### src/rtl/cpu_sequencer_if.sv
// Control and memory-handshake bundle between cpu_sequencer (master) and the datapath/memory (slave).
interface cpu_sequencer_if;
  logic [31:0] mdr_q;
  logic        mem_ready, mem_read, mem_write, mdr_read;
  logic [15:0] r_select;
  logic        PC_select, MDR_select, InPort_select, HI_select, LO_select, ZHI_select, ZLO_select;
  logic        PC_select_write, MDR_select_write, MAR_select_write, OutPort_select_write;
  logic        HI_select_write, LO_select_write, ZHI_select_write, ZLO_select_write;
  logic        RY_select_write, InPort_select_write;
  logic        RF_enable;
  logic [3:0]  RF_write;
  logic        pc_inc;
  logic [12:0] alu_op;

  modport master (
    input  mdr_q, mem_ready,
    output mem_read, mem_write, mdr_read, r_select,
           PC_select, MDR_select, InPort_select, HI_select, LO_select, ZHI_select, ZLO_select,
           PC_select_write, MDR_select_write, MAR_select_write, OutPort_select_write,
           HI_select_write, LO_select_write, ZHI_select_write, ZLO_select_write,
           RY_select_write, InPort_select_write, RF_enable, RF_write, pc_inc, alu_op
  );

  modport slave (
    output mdr_q, mem_ready,
    input  mem_read, mem_write, mdr_read, r_select,
           PC_select, MDR_select, InPort_select, HI_select, LO_select, ZHI_select, ZLO_select,
           PC_select_write, MDR_select_write, MAR_select_write, OutPort_select_write,
           HI_select_write, LO_select_write, ZHI_select_write, ZLO_select_write,
           RY_select_write, InPort_select_write, RF_enable, RF_write, pc_inc, alu_op
  );
endinterface

### src/rtl/cpu_sequencer.sv
// Hardwired fetch/execute sequencer for the single-bus CPU; outputs decode registered state/IR (+mem_ready).
// Optional memory-wait watchdog enabled by `define CPU_SEQ_MEM_TIMEOUT_EN (TIMEOUT_CYCLES).
module cpu_sequencer #(
  parameter int unsigned TIMEOUT_CYCLES = 64
) (
  input  logic             clk,
  input  logic             clr,
  input  logic             run,
  cpu_sequencer_if.master  bus,
  output logic             busy,
  output logic             halted,
  output logic             fault
);
  localparam logic [3:0] S_IDLE = 4'd0, S_F0 = 4'd1, S_F1 = 4'd2, S_F2 = 4'd3, S_E3 = 4'd4,
                         S_E4 = 4'd5, S_E5 = 4'd6, S_E6 = 4'd7, S_HALT = 4'd8;

  logic [3:0]  state, state_nxt;
  logic [31:0] ir;
  logic [4:0]  op, fetch_op;
  logic [3:0]  ra, rb, rc;
  logic        is_alu, is_muldiv, is_ld, is_st, is_mfhi, is_mflo, is_in, is_out;
  logic        fetch_halt, fetch_illegal, mem_wait, wd_expire, rf_en;
  logic        unused_ir_bits;

  assign op       = ir[31:27];
  assign ra       = ir[26:23];
  assign rb       = ir[22:19];
  assign rc       = ir[18:15];
  assign unused_ir_bits = ^ir[14:0];

  assign is_alu    = (op <= 5'd12);
  assign is_muldiv = (op == 5'd9) || (op == 5'd10);
  assign is_ld     = (op == 5'd13);
  assign is_st     = (op == 5'd14);
  assign is_mfhi   = (op == 5'd15);
  assign is_mflo   = (op == 5'd16);
  assign is_in     = (op == 5'd17);
  assign is_out    = (op == 5'd18);

  // HALT and illegal opcodes are caught while the word is still on mdr_q, before any execute step.
  assign fetch_op      = bus.mdr_q[31:27];
  assign fetch_halt    = (fetch_op == 5'd31);
  assign fetch_illegal = (fetch_op > 5'd18) && !fetch_halt;

  assign mem_wait = (state == S_F1) || (state == S_E4 && is_ld) || (state == S_E5 && is_st);

`ifdef CPU_SEQ_MEM_TIMEOUT_EN
  localparam int unsigned WD_W = (TIMEOUT_CYCLES > 2) ? $clog2(TIMEOUT_CYCLES) : 1;
  logic [WD_W-1:0] wd;

  assign wd_expire = mem_wait && !bus.mem_ready && (wd == WD_W'(TIMEOUT_CYCLES - 1));

  always_ff @(posedge clk) begin
    if (!clr)                                           wd <= '0;
    else if (mem_wait && !bus.mem_ready && !wd_expire) wd <= wd + 1'b1;
    else                                                wd <= '0;
  end
`else
  assign wd_expire = 1'b0;
`endif

  always_comb begin
    state_nxt = state;
    case (state)
      S_IDLE: if (run) state_nxt = S_F0;
      S_F0:   state_nxt = S_F1;
      S_F1:   if (bus.mem_ready) state_nxt = S_F2; else if (wd_expire) state_nxt = S_HALT;
      S_F2:   state_nxt = (fetch_halt || fetch_illegal) ? S_HALT : S_E3;
      S_E3:   state_nxt = (is_alu || is_ld || is_st) ? S_E4 : S_F0;
      S_E4: begin
        if (!is_ld || bus.mem_ready) state_nxt = S_E5;
        else if (wd_expire)          state_nxt = S_HALT;
      end
      S_E5: begin
        if (is_muldiv)                      state_nxt = S_E6;
        else if (!is_st || bus.mem_ready)   state_nxt = S_F0;
        else if (wd_expire)                 state_nxt = S_HALT;
      end
      S_E6:   state_nxt = S_F0;
      S_HALT: if (run) state_nxt = S_F0;
      default: state_nxt = S_IDLE;
    endcase
  end

  always_ff @(posedge clk) begin
    if (!clr) begin
      state <= S_IDLE;
      ir    <= '0;
      fault <= 1'b0;
    end else begin
      state <= state_nxt;
      if (state == S_F2) ir <= bus.mdr_q;
      if ((state == S_F2 && fetch_illegal) || wd_expire) fault <= 1'b1;
      else if (state == S_HALT && run)                   fault <= 1'b0;
    end
  end

  assign busy   = (state >= S_F0) && (state <= S_E6);
  assign halted = (state == S_HALT);

  always_comb begin
    bus.mem_read = 1'b0;  bus.mem_write = 1'b0;  bus.mdr_read = 1'b0;
    bus.r_select = '0;
    bus.PC_select = 1'b0;  bus.MDR_select = 1'b0;  bus.InPort_select = 1'b0;
    bus.HI_select = 1'b0;  bus.LO_select = 1'b0;  bus.ZHI_select = 1'b0;  bus.ZLO_select = 1'b0;
    bus.PC_select_write = 1'b0;  bus.MDR_select_write = 1'b0;  bus.MAR_select_write = 1'b0;
    bus.OutPort_select_write = 1'b0;  bus.HI_select_write = 1'b0;  bus.LO_select_write = 1'b0;
    bus.ZHI_select_write = 1'b0;  bus.ZLO_select_write = 1'b0;  bus.RY_select_write = 1'b0;
    bus.InPort_select_write = 1'b0;
    bus.pc_inc = 1'b0;
    bus.alu_op = '0;
    rf_en = 1'b0;
    case (state)
      S_F0: begin
        bus.PC_select = 1'b1;  bus.MAR_select_write = 1'b1;  bus.pc_inc = 1'b1;
      end
      S_F1: begin
        bus.mem_read = 1'b1;  bus.mdr_read = 1'b1;  bus.MDR_select_write = bus.mem_ready;
      end
      S_E3: begin
        if (is_alu || is_ld || is_st) begin
          bus.r_select = 16'd1 << rb;
          if (is_alu) bus.RY_select_write  = 1'b1;
          else        bus.MAR_select_write = 1'b1;
        end else if (is_mfhi) begin
          bus.HI_select = 1'b1;  rf_en = 1'b1;
        end else if (is_mflo) begin
          bus.LO_select = 1'b1;  rf_en = 1'b1;
        end else if (is_in) begin
          bus.InPort_select = 1'b1;  rf_en = 1'b1;
        end else if (is_out) begin
          bus.r_select = 16'd1 << ra;  bus.OutPort_select_write = 1'b1;
        end
      end
      S_E4: begin
        if (is_alu) begin
          // NEG/NOT are unary: the operand comes from Rb, not Rc.
          bus.r_select = 16'd1 << ((op == 5'd11 || op == 5'd12) ? rb : rc);
          bus.ZLO_select_write = 1'b1;  bus.ZHI_select_write = 1'b1;
          case (op)
            5'd0:  bus.alu_op = 13'd1 << 2;
            5'd1:  bus.alu_op = 13'd1 << 3;
            5'd2:  bus.alu_op = 13'd1 << 0;
            5'd3:  bus.alu_op = 13'd1 << 1;
            5'd4:  bus.alu_op = 13'd1 << 6;
            5'd5:  bus.alu_op = 13'd1 << 7;
            5'd6:  bus.alu_op = 13'd1 << 8;
            5'd7:  bus.alu_op = 13'd1 << 9;
            5'd8:  bus.alu_op = 13'd1 << 10;
            5'd9:  bus.alu_op = 13'd1 << 4;
            5'd10: bus.alu_op = 13'd1 << 5;
            5'd11: bus.alu_op = 13'd1 << 11;
            default: bus.alu_op = 13'd1 << 12;
          endcase
        end else if (is_ld) begin
          bus.mem_read = 1'b1;  bus.mdr_read = 1'b1;  bus.MDR_select_write = bus.mem_ready;
        end else if (is_st) begin
          bus.r_select = 16'd1 << ra;  bus.MDR_select_write = 1'b1;
        end
      end
      S_E5: begin
        if (is_alu) begin
          bus.ZLO_select = 1'b1;
          if (is_muldiv) bus.LO_select_write = 1'b1;
          else           rf_en = 1'b1;
        end else if (is_ld) begin
          bus.MDR_select = 1'b1;  rf_en = 1'b1;
        end else if (is_st) begin
          bus.mem_write = 1'b1;
        end
      end
      S_E6: begin
        bus.ZHI_select = 1'b1;  bus.HI_select_write = 1'b1;
      end
      default: ;
    endcase
    bus.RF_enable = rf_en;
    bus.RF_write  = rf_en ? ra : 4'd0;
  end
endmodule

### src/flat_wrapper.sv
// flat-port wrapper written by rule: the top's interface ports become plain ports
module cpu_sequencer_flat 
#(
  parameter int unsigned TIMEOUT_CYCLES = 64
)
  (clk, clr, run, busy, halted, fault, bus_mdr_q, bus_mem_ready, bus_mem_read, bus_mem_write, bus_mdr_read, bus_r_select, bus_PC_select, bus_MDR_select, bus_InPort_select, bus_HI_select, bus_LO_select, bus_ZHI_select, bus_ZLO_select, bus_PC_select_write, bus_MDR_select_write, bus_MAR_select_write, bus_OutPort_select_write, bus_HI_select_write, bus_LO_select_write, bus_ZHI_select_write, bus_ZLO_select_write, bus_RY_select_write, bus_InPort_select_write, bus_RF_enable, bus_RF_write, bus_pc_inc, bus_alu_op);
  cpu_sequencer_if bus_i ();
  input  logic clk;
  input  logic clr;
  input  logic run;
  output logic busy;
  output logic halted;
  output logic fault;
  input wire logic [$bits(bus_i.mdr_q)-1:0] bus_mdr_q;
  input wire logic [$bits(bus_i.mem_ready)-1:0] bus_mem_ready;
  output wire logic [$bits(bus_i.mem_read)-1:0] bus_mem_read;
  output wire logic [$bits(bus_i.mem_write)-1:0] bus_mem_write;
  output wire logic [$bits(bus_i.mdr_read)-1:0] bus_mdr_read;
  output wire logic [$bits(bus_i.r_select)-1:0] bus_r_select;
  output wire logic [$bits(bus_i.PC_select)-1:0] bus_PC_select;
  output wire logic [$bits(bus_i.MDR_select)-1:0] bus_MDR_select;
  output wire logic [$bits(bus_i.InPort_select)-1:0] bus_InPort_select;
  output wire logic [$bits(bus_i.HI_select)-1:0] bus_HI_select;
  output wire logic [$bits(bus_i.LO_select)-1:0] bus_LO_select;
  output wire logic [$bits(bus_i.ZHI_select)-1:0] bus_ZHI_select;
  output wire logic [$bits(bus_i.ZLO_select)-1:0] bus_ZLO_select;
  output wire logic [$bits(bus_i.PC_select_write)-1:0] bus_PC_select_write;
  output wire logic [$bits(bus_i.MDR_select_write)-1:0] bus_MDR_select_write;
  output wire logic [$bits(bus_i.MAR_select_write)-1:0] bus_MAR_select_write;
  output wire logic [$bits(bus_i.OutPort_select_write)-1:0] bus_OutPort_select_write;
  output wire logic [$bits(bus_i.HI_select_write)-1:0] bus_HI_select_write;
  output wire logic [$bits(bus_i.LO_select_write)-1:0] bus_LO_select_write;
  output wire logic [$bits(bus_i.ZHI_select_write)-1:0] bus_ZHI_select_write;
  output wire logic [$bits(bus_i.ZLO_select_write)-1:0] bus_ZLO_select_write;
  output wire logic [$bits(bus_i.RY_select_write)-1:0] bus_RY_select_write;
  output wire logic [$bits(bus_i.InPort_select_write)-1:0] bus_InPort_select_write;
  output wire logic [$bits(bus_i.RF_enable)-1:0] bus_RF_enable;
  output wire logic [$bits(bus_i.RF_write)-1:0] bus_RF_write;
  output wire logic [$bits(bus_i.pc_inc)-1:0] bus_pc_inc;
  output wire logic [$bits(bus_i.alu_op)-1:0] bus_alu_op;
  assign bus_i.mdr_q = bus_mdr_q;
  assign bus_i.mem_ready = bus_mem_ready;
  assign bus_mem_read = bus_i.mem_read;
  assign bus_mem_write = bus_i.mem_write;
  assign bus_mdr_read = bus_i.mdr_read;
  assign bus_r_select = bus_i.r_select;
  assign bus_PC_select = bus_i.PC_select;
  assign bus_MDR_select = bus_i.MDR_select;
  assign bus_InPort_select = bus_i.InPort_select;
  assign bus_HI_select = bus_i.HI_select;
  assign bus_LO_select = bus_i.LO_select;
  assign bus_ZHI_select = bus_i.ZHI_select;
  assign bus_ZLO_select = bus_i.ZLO_select;
  assign bus_PC_select_write = bus_i.PC_select_write;
  assign bus_MDR_select_write = bus_i.MDR_select_write;
  assign bus_MAR_select_write = bus_i.MAR_select_write;
  assign bus_OutPort_select_write = bus_i.OutPort_select_write;
  assign bus_HI_select_write = bus_i.HI_select_write;
  assign bus_LO_select_write = bus_i.LO_select_write;
  assign bus_ZHI_select_write = bus_i.ZHI_select_write;
  assign bus_ZLO_select_write = bus_i.ZLO_select_write;
  assign bus_RY_select_write = bus_i.RY_select_write;
  assign bus_InPort_select_write = bus_i.InPort_select_write;
  assign bus_RF_enable = bus_i.RF_enable;
  assign bus_RF_write = bus_i.RF_write;
  assign bus_pc_inc = bus_i.pc_inc;
  assign bus_alu_op = bus_i.alu_op;
  cpu_sequencer #(.TIMEOUT_CYCLES(TIMEOUT_CYCLES)) u_core (.clk(clk), .clr(clr), .run(run), .bus(bus_i), .busy(busy), .halted(halted), .fault(fault));
endmodule
### config.mk
export PLATFORM = sky130hd
export DESIGN_NAME = cpu_sequencer_flat
export DESIGN_NICKNAME = d
export VERILOG_FILES = /design/src/rtl/cpu_sequencer_if.sv /design/src/rtl/cpu_sequencer.sv /design/src/flat_wrapper.sv
export SDC_FILE = /design/constraint.sdc
export NUM_CORES = 1
export LEC_CHECK = 0
export ABC_AREA = 1
export BUFFER_PORTS_ARGS = -buffer_cell sky130_fd_sc_hd__buf_2
export CORE_ASPECT_RATIO = 1.75
export CORE_MARGIN = 1
export CORE_UTILIZATION = 46
export CTS_CLUSTER_DIAMETER = 100
export DETAILED_ROUTE_END_ITERATION = 10
export MAX_ROUTING_LAYER = met4
export PLACE_DENSITY = 0.86
export SYNTH_ARGS = -nofsm -noshare
export SYNTH_HDL_FRONTEND = slang
export SYNTH_SLANG_ARGS = --single-unit
### constraint.sdc
create_clock -name clk -period 1.3 [get_ports clk]
set_input_delay 0 -clock clk [delete_from_list [all_inputs] [get_ports clk]]
set_output_delay 0 -clock clk [all_outputs]
set_load 0.05 [all_outputs]
==> run metrics, run 1 <==
number of warning messages in the yosys log=0; largest family of logic cells by synthesized area=simple AND/OR/NAND/NOR gates; number of buffers on the longest clock path=2; share of synthesized flip-flops with an asynchronous set or reset=0%; simple-gate portion of the synthesized area=48.1%; number of instances in the synthesized netlist=439; number of distinct library cells after synthesis=37; count of input and output buffers=76; Post-Syn Area=2720 um2; result of the run=stopped before the end; clock buffers created by TritonCTS=5; mux cell area share after synthesis=0%; post-cts gate resize count=258; Post-CTS Setup Bufs=20; horizontal die dimension=60.1 um; sequential area share after synthesis=25.8%; Root Driver=clkbuf_8; first error=[ERROR DPL-0033] detailed placement checks failed during check placement.; clock sink total=35; number of synthesized register bits=35; parity-gate share of the synthesized area counting xor and xnor cells=0%; post-placement cell area=4280 um2; DPL Wire Length=8.03 mm; number of rows in the core area=36; H-tree depth=2; # hold bufs at CTS=10; synthesized-area fraction occupied by ao, oa, aoi and oai cells=12.7%; biggest area contributors in the synthesized netlist=dfxtp_1 26%, nand2_1 11%, nor2_1 11%; dominant synthesized flop cell=dfxtp_1; # IOs=94; number of enable-type register cells in the synthesized netlist=0; dominant cell type by area after synthesis=dfxtp_1; Synth Area in Adders=0%; Initial Util=48.2%; Chip Height=104 um; final weighted congestion in routability-driven placement=0.963; Avg Cell Area, Syn=6.18 um2; most frequent cells after synthesis=82 x nand2_1, 82 x nor2_1, 46 x inv_1; area share of the largest cell type after synthesis=25.8%; Stopped at=clock tree synthesis
## stage by stage
step	std cells	utilization [%]	setup slack, ps
3_5_place_dp	665	76.0	-389
3_3_place_gp	665	76.0	-351
2_1_floorplan	440	-	-512
## cells by family after synthesis
group	after synthesis
buffers and inverters	83
AO/OA/AOI/OAI	59
flip-flops	35
AND/OR/NAND/NOR	261
other	1
==> run 2: changes to the inputs <==
--- a/config.mk
+++ b/config.mk
@@ -7,13 +7,10 @@
 export LEC_CHECK = 0
 export ABC_AREA = 1
 export BUFFER_PORTS_ARGS = -buffer_cell sky130_fd_sc_hd__buf_2
-export CORE_ASPECT_RATIO = 1.75
 export CORE_MARGIN = 1
-export CORE_UTILIZATION = 46
-export CTS_CLUSTER_DIAMETER = 100
+export CORE_UTILIZATION = 40
 export DETAILED_ROUTE_END_ITERATION = 10
-export MAX_ROUTING_LAYER = met4
-export PLACE_DENSITY = 0.86
+export PLACE_DENSITY_LB_ADDON = 0.15
 export SYNTH_ARGS = -nofsm -noshare
 export SYNTH_HDL_FRONTEND = slang
 export SYNTH_SLANG_ARGS = --single-unit
==> constraint.sdc (replaced) <==
create_clock -name clk -period 1.69 [get_ports clk]
set_input_delay 0 -clock clk [delete_from_list [all_inputs] [get_ports clk]]
set_output_delay 0 -clock clk [all_outputs]
set_load 0.05 [all_outputs]
==> run 2 against run 1 <==
Net effect: the flow now finishes, with violations (DRC, setup timing); synthesized cell count did not move; synthesized area did not move.
==> run metrics, run 2 <==
Post-Syn Area=2720 um2; largest net degree at the start of global routing=22; antenna violations before repair=0; PnR Total Power=2.23 mW; leakage power figure=1.95 nW; Worst Path Class, Setup=reg2out; share of synthesized flip-flops with an asynchronous set or reset=0%; final critical-path setup slack=-216 ps; Min Hold Slack=1.10 ps; Chip Height=84.4 um; number of synthesized register bits=35; post-placement cell area=3460 um2; DPL Wire Length=6.41 mm; Worst Setup Slack post-DPL=-23.8 ps; crit share post-route=113%; Period minus WS final=1910 ps; area share of the largest cell type after synthesis=25.8%; crit path capture type=output port; dominant cell type by area after synthesis=dfxtp_1; count of input and output buffers=76; sort of element at the start of the critical path=flop; data required time at the worst endpoint=1690 ps; number of buffers on the longest clock path=2; Core Footprint=6460 um2; total negative setup slack=-3970 ps; clock sink total=35; final weighted congestion in routability-driven placement=0.897; count of nets after finishing=602; Min-Delay Path Class=in2reg; Total Routed Length=8.66 mm; part of the total power dissipated in the clock network=27.3%; total gr overflow=0; maximum achievable frequency=0.525 GHz; most frequent standard cell in the layout excluding fill and tap cells=nand2_1; final instance area=4430 um2; number of distinct library cells after synthesis=37; DRC viols=5; number of instances in the synthesized netlist=439; commonest cells after routing, fill and taps aside=60 x nand2_1, 55 x nor2_1, 48 x buf_4, 37 x inv_1, 36 x buf_6; share of post-route cells with drive strength above 1=48.5%; average detailed-routed wire length per instance=13.5 um; number of vias in the routed layout=3284; horizontal die dimension=84.4 um; Avg Cell Area, Syn=6.18 um2; power density relative to cell area=504 nW/um2; First-pass DRT Iterations=9; share of total power consumed by net switching=37.3%; number of enable-type register cells in the synthesized netlist=0; Clock Pin Slew Worst Setup and Hold Paths=70 ps; number of vias per cell after detailed routing=5.10; number of setup violations in the final report=37; result of the run=complete, but fails checks; total internal power=1.40 mW; synthesis-to-layout area growth=63.2%; part of the power in combinational logic=32.1%; sequential area share after synthesis=25.8%; Root Driver=clkbuf_8; Peak supply drop=558 uV; worst clock skew=4.96 ps; number of DRC violations after detailed-routing iteration 0=175; relative contribution of sequential cells to total power=40.7%; number of global-route vias before repair=3007; final max-slew violation count=0; number of warning messages in the yosys log=0; overall die area=7120 um2; setup repair after global routing missed its margin=true; arrival time of the worst setup path=1910 ps; # IOs=94; crit-path max FO=7; TritonCTS clock tree=done; biggest area contributors in the synthesized netlist=dfxtp_1 26%, nand2_1 11%, nor2_1 11%; switching power=0.833 mW; number of rows in the core area=29; failing checks=DRC, setup timing; clock latency of the later-clocked register in the worst-skew pair=300 ps; clock buffers created by TritonCTS=5; dominant synthesized flop cell=dfxtp_1; remaining antenna violation count=0; most frequent cells after synthesis=82 x nand2_1, 82 x nor2_1, 46 x inv_1; global-route wire length before repair=13.7 mm; antenna diode instance count=0; H-tree depth=2; overall track demand over capacity in global routing=24.0%; Initial Util=42.0%; number of maximum-capacitance constraint violations=0; Final Hold Vio Count=0
-- run 2: cell counts after synthesis --
No cell type changed its count.
-- run 2: what timing repair did --
| action | CTS | global route |
|---|---|---|
| resized for setup | 119 | 71 |
| gates cloned | 1 | 0 |
| buffers inserted | 11 | 8 |
| hold buffers | 9 | 0 |
| setup endpoints to repair | 42 | 61 |
| pin swaps | 21 | 24 |
| hold endpoints to repair | 9 | 0 |
-- run 2: final cells by class --
cell class | count | area, um2
multi-input combinational | 323 | 2070
fill | 555 | 2030
timing repair buffer | 135 | 1160
sequential | 35 | 724
inverter | 66 | 294
tap | 77 | 96.3
clock buffer | 5 | 68.8
clock inverter | 3 | 20.0
-- run 2: cell families (layout without fill, tap and decap cells) --
kind of cell	Yosys count	in the layout	synth area share, %
buf+inv	83	209	13.3
simple gates	261	262	48.1
other cells	1	2	0.138
flops	35	35	25.8
compound gates	59	59	12.7
-- run 2: metrics by stage --
stage,util (%),std cells
floorplan,-,440
global placement,53.6,607
detailed placement,53.6,607
CTS,63.9,636
global route,68.6,644
finish,68.6,644
-- run 2: final timing paths --
check	cells after the start	slack (ps)	start	to
worst min-delay path	3	1	bus_mdr_q[22]	u_core.ir[22]
worst max register to register	9	110	u_core.ir[27]	u_core.state[1]
worst max-delay path	8	-220	u_core.ir[27]	bus_r_select[7]
worst min register to register	2	460	u_core.fault	u_core.fault
-- run 2: critical path, stage by stage (launching register included) --
cell,delay (ps)
dfxtp_4,370
nor2_4,160
nand3_4,170
nand2_4,160
inv_8,60
nand2_8,80
nand3_2,120
o211ai_1,240
buf_4,240
-- run 2: routing by layer --
layer  track usage (%)  routed length (um)  vias up
met1              31.0                3900     1505
met4              9.71                 195        0
li1                  -                   -     1669
met2              41.4                4240       91
met5                 0                   0        -
met3              2.06                 332       19
-- run 2: power groups by stage --
stage / Combinational, mW / Sequential (mW) / Clock [mW]
floorplan: 0.446 / 0.914 / 0
global placement: 0.589 / 0.922 / 0
detailed placement: 0.596 / 0.923 / 0
CTS: 0.648 / 0.905 / 0.615
global route: 0.774 / 0.915 / 0.663
finish: 0.716 / 0.909 / 0.609
Power figures use the tool's default switching activity.
